`src/rtl/janken_hand_buffer.sv`:
```
// Janken hand buffer: synchronises and debounces the capture/clear/reveal
// inputs, stores one hand per player and sequences the reveal of a round.
module janken_hand_buffer #(
   parameter int PLAYERS  = 3,
   parameter int HAND_W   = 2,
   parameter int DEBOUNCE = 16
) (
   input  logic                          clk,
   input  logic                          rst,
   input  logic                          pon,
   input  logic                          gtp_,
   input  logic                          clr_,
   input  logic [HAND_W-1:0]             selecter_in,
   output logic [PLAYERS*HAND_W-1:0]     g_data_out,
   output logic [$clog2(PLAYERS+1)-1:0]  count,
   output logic                          full,
   output logic                          reveal_valid,
   output logic                          reject
);

   localparam int BW  = PLAYERS * HAND_W;
   localparam int CW  = $clog2(PLAYERS + 1);
   localparam int DCW = (DEBOUNCE > 1) ? $clog2(DEBOUNCE) : 1;
   // Released levels of the conditioned inputs, packed as {pon, clr_, gtp_}.
   localparam logic [2:0] REL = 3'b011;

   typedef enum logic [1:0] {COLLECT, FULL, REVEAL} state_e;

   logic [2:0]     raw, sync1, sync2, filt, filt_prev;
   logic [DCW-1:0] db_cnt [3];

   assign raw = {pon, clr_, gtp_};

   // NOTE: sequential state uses non-blocking assignments so every flop samples
   // pre-edge values; blocking here would collapse the synchroniser chain.
   always_ff @(posedge clk) begin
      if (rst) begin
         sync1     <= REL;
         sync2     <= REL;
         filt      <= REL;
         filt_prev <= REL;
         for (int i = 0; i < 3; i++) db_cnt[i] <= '0;
      end else begin
         sync1     <= raw;
         sync2     <= sync1;
         filt_prev <= filt;
         for (int i = 0; i < 3; i++) begin
            // Count consecutive disagreeing cycles; any agreeing cycle restarts.
            if (sync2[i] != filt[i]) begin
               if (db_cnt[i] == DCW'(DEBOUNCE - 1)) begin
                  filt[i]   <= sync2[i];
                  db_cnt[i] <= '0;
               end else begin
                  db_cnt[i] <= db_cnt[i] + DCW'(1);
               end
            end else begin
               db_cnt[i] <= '0;
            end
         end
      end
   end

   logic press, clear, pon_rise, pon_fall;
   assign press    =  filt_prev[0] & ~filt[0];
   assign clear    =  filt_prev[1] & ~filt[1];
   assign pon_rise = ~filt_prev[2] &  filt[2];
   assign pon_fall =  filt_prev[2] & ~filt[2];

   state_e         state, state_d;
   logic [BW-1:0]  hand_buf, hand_buf_d, snap, snap_d;
   logic [CW-1:0]  count_d;
   logic           reveal_d, reject_d;

   // NOTE: every output of this block gets a default first so no path leaves
   // a variable unassigned, which would otherwise infer a latch.
   always_comb begin
      state_d    = state;
      hand_buf_d = hand_buf;
      snap_d     = snap;
      count_d    = count;
      reveal_d   = 1'b0;
      reject_d   = 1'b0;
      if (clear) begin
         state_d    = COLLECT;
         hand_buf_d = '0;
         snap_d     = '0;
         count_d    = '0;
      end else if (pon_rise || pon_fall) begin
         unique case (state)
            COLLECT: reject_d = pon_rise;
            FULL: if (pon_rise) begin
               snap_d   = hand_buf;
               reveal_d = 1'b1;
               state_d  = REVEAL;
            end
            REVEAL: if (pon_fall) begin
               hand_buf_d = '0;
               count_d    = '0;
               state_d    = COLLECT;
            end
            default: state_d = COLLECT;
         endcase
      end else if (press) begin
         if (state == COLLECT && selecter_in != '0) begin
            hand_buf_d = {hand_buf[BW-HAND_W-1:0], selecter_in};
            count_d    = count + CW'(1);
            if (count_d == CW'(PLAYERS)) state_d = FULL;
         end else begin
            reject_d = 1'b1;
         end
      end
   end

   always_ff @(posedge clk) begin
      if (rst) begin
         state        <= COLLECT;
         hand_buf     <= '0;
         snap         <= '0;
         count        <= '0;
         full         <= 1'b0;
         reveal_valid <= 1'b0;
         reject       <= 1'b0;
         g_data_out   <= '0;
      end else begin
         state        <= state_d;
         hand_buf     <= hand_buf_d;
         snap         <= snap_d;
         count        <= count_d;
         full         <= (count_d == CW'(PLAYERS));
         reveal_valid <= reveal_d;
         reject       <= reject_d;
         // Display follows the current state, so it lags a state change by one cycle.
         g_data_out   <= (state == REVEAL) ? snap : BW'(selecter_in);
      end
   end

endmodule
```
`config.mk`:
```
export PLATFORM = sky130hd
export DESIGN_NAME = janken_hand_buffer
export DESIGN_NICKNAME = d
export VERILOG_FILES = /design/src/rtl/janken_hand_buffer.sv
export SDC_FILE = /design/constraint.sdc
export NUM_CORES = 1
export LEC_CHECK = 0
export BUFFER_PORTS_ARGS = -buffer_cell sky130_fd_sc_hd__buf_4
export CAP_MARGIN = 40
export CELL_PAD_IN_SITES_DETAIL_PLACEMENT = 0
export CELL_PAD_IN_SITES_GLOBAL_PLACEMENT = 1
export CORE_MARGIN = 5
export CORE_UTILIZATION = 43
export CTS_CLUSTER_SIZE = 40
export DETAILED_ROUTE_END_ITERATION = 6
export HOLD_SLACK_MARGIN = 0.1
export PLACE_DENSITY = 0.73
export SYNTH_ARGS = -nofsm -noshare
export SYNTH_HDL_FRONTEND = slang
export SYNTH_SLANG_ARGS = --single-unit
```
`constraint.sdc`:
```
create_clock -name clk -period 2.2 [get_ports clk]
set_input_delay 0.22 -clock clk [delete_from_list [all_inputs] [get_ports clk]]
set_output_delay 0.22 -clock clk [all_outputs]
set_load 0.02 [all_outputs]
```
==> flow_summary.yaml <==
finish:
  layout-drive-gt1-share_pct: 17.43
  seqCellArea_mm2: 0.001101
  syn_to_final_growth_pct: 14.90
  fin_cells: 272
  postLayoutCoreUtil_pct: 50.37
  multiInputGateArea_um2: 934.6
  antenna_cells: 0
  final_nets: 232
  num-fill-cells: 432
floorplanning:
  die_h_um: 79.17
  io_pins: 18
  start_util_pct: 43.84
  dieArea_mm2: 0.006267
  die_w_um: 79.17
  rows: 25
  core-area_mm2: 0.004692
global_route:
  antenna_found_initial: 0
  grt_pass1_vias: 1368
  grt_max_degree: 25
  grt_overflow_total: 0
  track_usage_pct: 11.94
  grt_pass1_wl_mm: 5.899
critical_path:
  worst-r2r-cell-count: 6
  setup.worst_path.end_class: "flip-flop"
  worstPathRequired_ps: 2380
  r2r_end: "full"
  critical_path_class: "reg -> reg"
  cp.arrival_ps: 2090
  r2r-start: "filt[2]"
  crit_fanout: 6
  start_kind: "flip-flop"
  r2r_slack_ps: 300
drt:
  drt_pass1_iterations: 4
  routed_wl_mm: 3.351
  num_vias: 1351
  wl_per_cell_um: 12.32
  via_per_inst: 4.967
  drtIter0Drc: 62
  final_antenna_net_count: 0
  drcViolationCount: 0
clock_tree:
  clock_sinks: 49
  cts_tree: "built"
  cts_hold_buf: 2
  cts_resized: 0
  clk_path_buf_depth: 2
  postCtsSetupRepairBufs: 0
  h-tree-depth: 2
  clkTransAtPathRegs_ps: 90
  cts_root_buf: "clkbuf_8"
  cts-buffers-inserted: 5
  clock_latency_ps: 290
synth:
  syn-instance-count: 185
  yosys.area_share.xor_xnor_pct: 3.832
  synth_mux_area_share_pct: 2.798
  synth_area_leaders: "dfxtp_1 36%, edfxtp_1 18%, ha_1 4.9%"
  synth_top_family_by_area: "simple AND/OR/NAND/NOR gates"
  synth-adder-area-share_pct: 4.866
  ys_ff_latch: 49
  synthFlopType: "dfxtp_1"
  synth_area_mm2: 0.002057
  synth.top_cell.area_share_pct: 36.01
  synth-warning-count: 0
  synth.distinct_cells: 43
  ys_seq_area_share_pct: 53.53
  synth_async_sr_flop_share_pct: 0
  synth_simple_gate_area_share_pct: 23.36
  synth-edff-count: 12
  synth_common_cells: "37 x dfxtp_1, 22 x nor2_1, 12 x edfxtp_1"
  syn_avg_cell_area_um2: 11.12
  synth_compound_area_share_pct: 8.394
  yosysMostFrequentCell: "dfxtp_1"
  yosys.area.top_type: "dfxtp_1"
pwr:
  pwr-share-comb_pct: 4.7
  p_switching_uw: 336.7
  swShare_pct: 21.93
  ir_drop_mv: 0.3214
  p_clk_share_pct: 33.4
  pwr-share-seq_pct: 61.9
  cellPowerDensity_mw_per_mm2: 649.6
  power.static_leakage_uw: 0.0009452
  p_int_uw: 1199
timing:
  period_share_pct: 86.49
  layout_setup_ws_ps: 297.2
  drv_slew: 0
  report.final.hold_viol_count: 0
  final.setup_skew_ps: 2.586
  max_freq_mhz: 525.5
  tns_ps: 0
  setup_viol_count_final: 0
  rsz0062_at_grt: "false"
  fin_crit_ps: 1903
run:
  cap_violations: 0
outcome:
  status: "complete, no violations"
placement:
  finalWeightedCongestion: 0.8320
  place_inst: 262
  preCtsSetupSlack_ps: 330.2
  hpwlAfterDp_mm: 2.528
  port-buffer-count: 17
min_path:
  hold-path-endpoint: "sync1[2]"
  hp-start: "pon"
  holdPathStages: 2
  hold_class: "in -> reg"
cell families (layout without fill, tap and decap cells):
logic type / count (synthesis) / count (layout)
AO/OA/AOI/OAI: 22 / 22
XOR/XNOR: 9 / 9
adder cells (fa/ha/maj): 8 / 8
buffers and inverters: 12 / 34
flip-flops: 49 / 49
multiplexers: 4 / 4
other: 1 / 12
AND/OR/NAND/NOR: 80 / 80
metrics by stage:
stage               area (um2)  power (uW)  hold WS [ps]
detailed placement        2257        1041         398.9
floorplan                 2098        1019         317.1
global route              2364        1614         147.6
CTS                       2364        1566         138.0
global placement          2257        1038         392.4
finish                    2364        1535         142.3
final cells by class:
type	instances	area share [%]
multi-input cells	135	39.54
well taps	54	2.859
clock buffers	6	3.070
inverters	7	1.112
clock inverters	2	0.5823
flip-flops and latches	49	46.59
repair buffers	19	6.247
per-layer routing:
metal,up-vias,track usage [%],part of all wire (%)
met4,0,4.124,0.81
met1,640,13.28,46
li1,689,-,-
met2,20,21.30,49
met5,-,0,0
met3,2,3.855,4.3
power groups by stage:
stage	combinational, uW	clock [uW]	sequential (uW)
2_1_floorplan	47.5	0	971
3_3_place_gp	68.4	0	970
3_5_place_dp	69.9	0	971
4_1_cts	73.4	542	950
5_1_grt	82.0	580	952
6_report	72.4	513	950
state kept, by name, summed over array words and instances (netlist names), 3 cells and up:
| signal | flops |
|---|---|
| db_cnt | 12 |
| g_data_out | 6 |
| hand_buf | 6 |
| snap | 6 |
| filt | 3 |
| filt_prev | 3 |
| sync1 | 3 |
| sync2 | 3 |
cells in the final DEF (no fill, tap or decap), drive strengths merged, types with 3 or more instances in the layout:
cell type / netlist / routed
dfxtp: 37 / 37
nor2: 22 / 22
buf: 4 / 17
edfxtp: 12 / 12
conb: 1 / 12
a21oi: 9 / 9
nand3: 9 / 9
nand2: 8 / 8
ha: 8 / 8
inv: 7 / 8
or2: 8 / 8
nor2b: 7 / 7
a22o: 6 / 6
xnor2: 6 / 6
clkbuf: 1 / 6
and3: 6 / 6
and2: 5 / 5
or3: 3 / 3
xor2: 3 / 3
mux2i: 3 / 3
how the worst max path moves through the flow:
stage,from,to,slack (ps),depth (start not counted)
2_1_floorplan,filt[2],full,460,6
6_report,filt[2],full,300,6
3_5_place_dp,filt[2],full,330,6
5_1_grt,filt[2],full,210,6
4_1_cts,filt[2],full,300,6
3_3_place_gp,filt[2],full,380,6
critical path, stage by stage, from the launching register on:
cell and delay, ps:
dfxtp_1 400, inv_1 110, ha_1 370, and3b_1 240, and3_4 230, mux2_4 300, nor4b_4 130
Note: power is estimated with default switching activity, not from simulation.
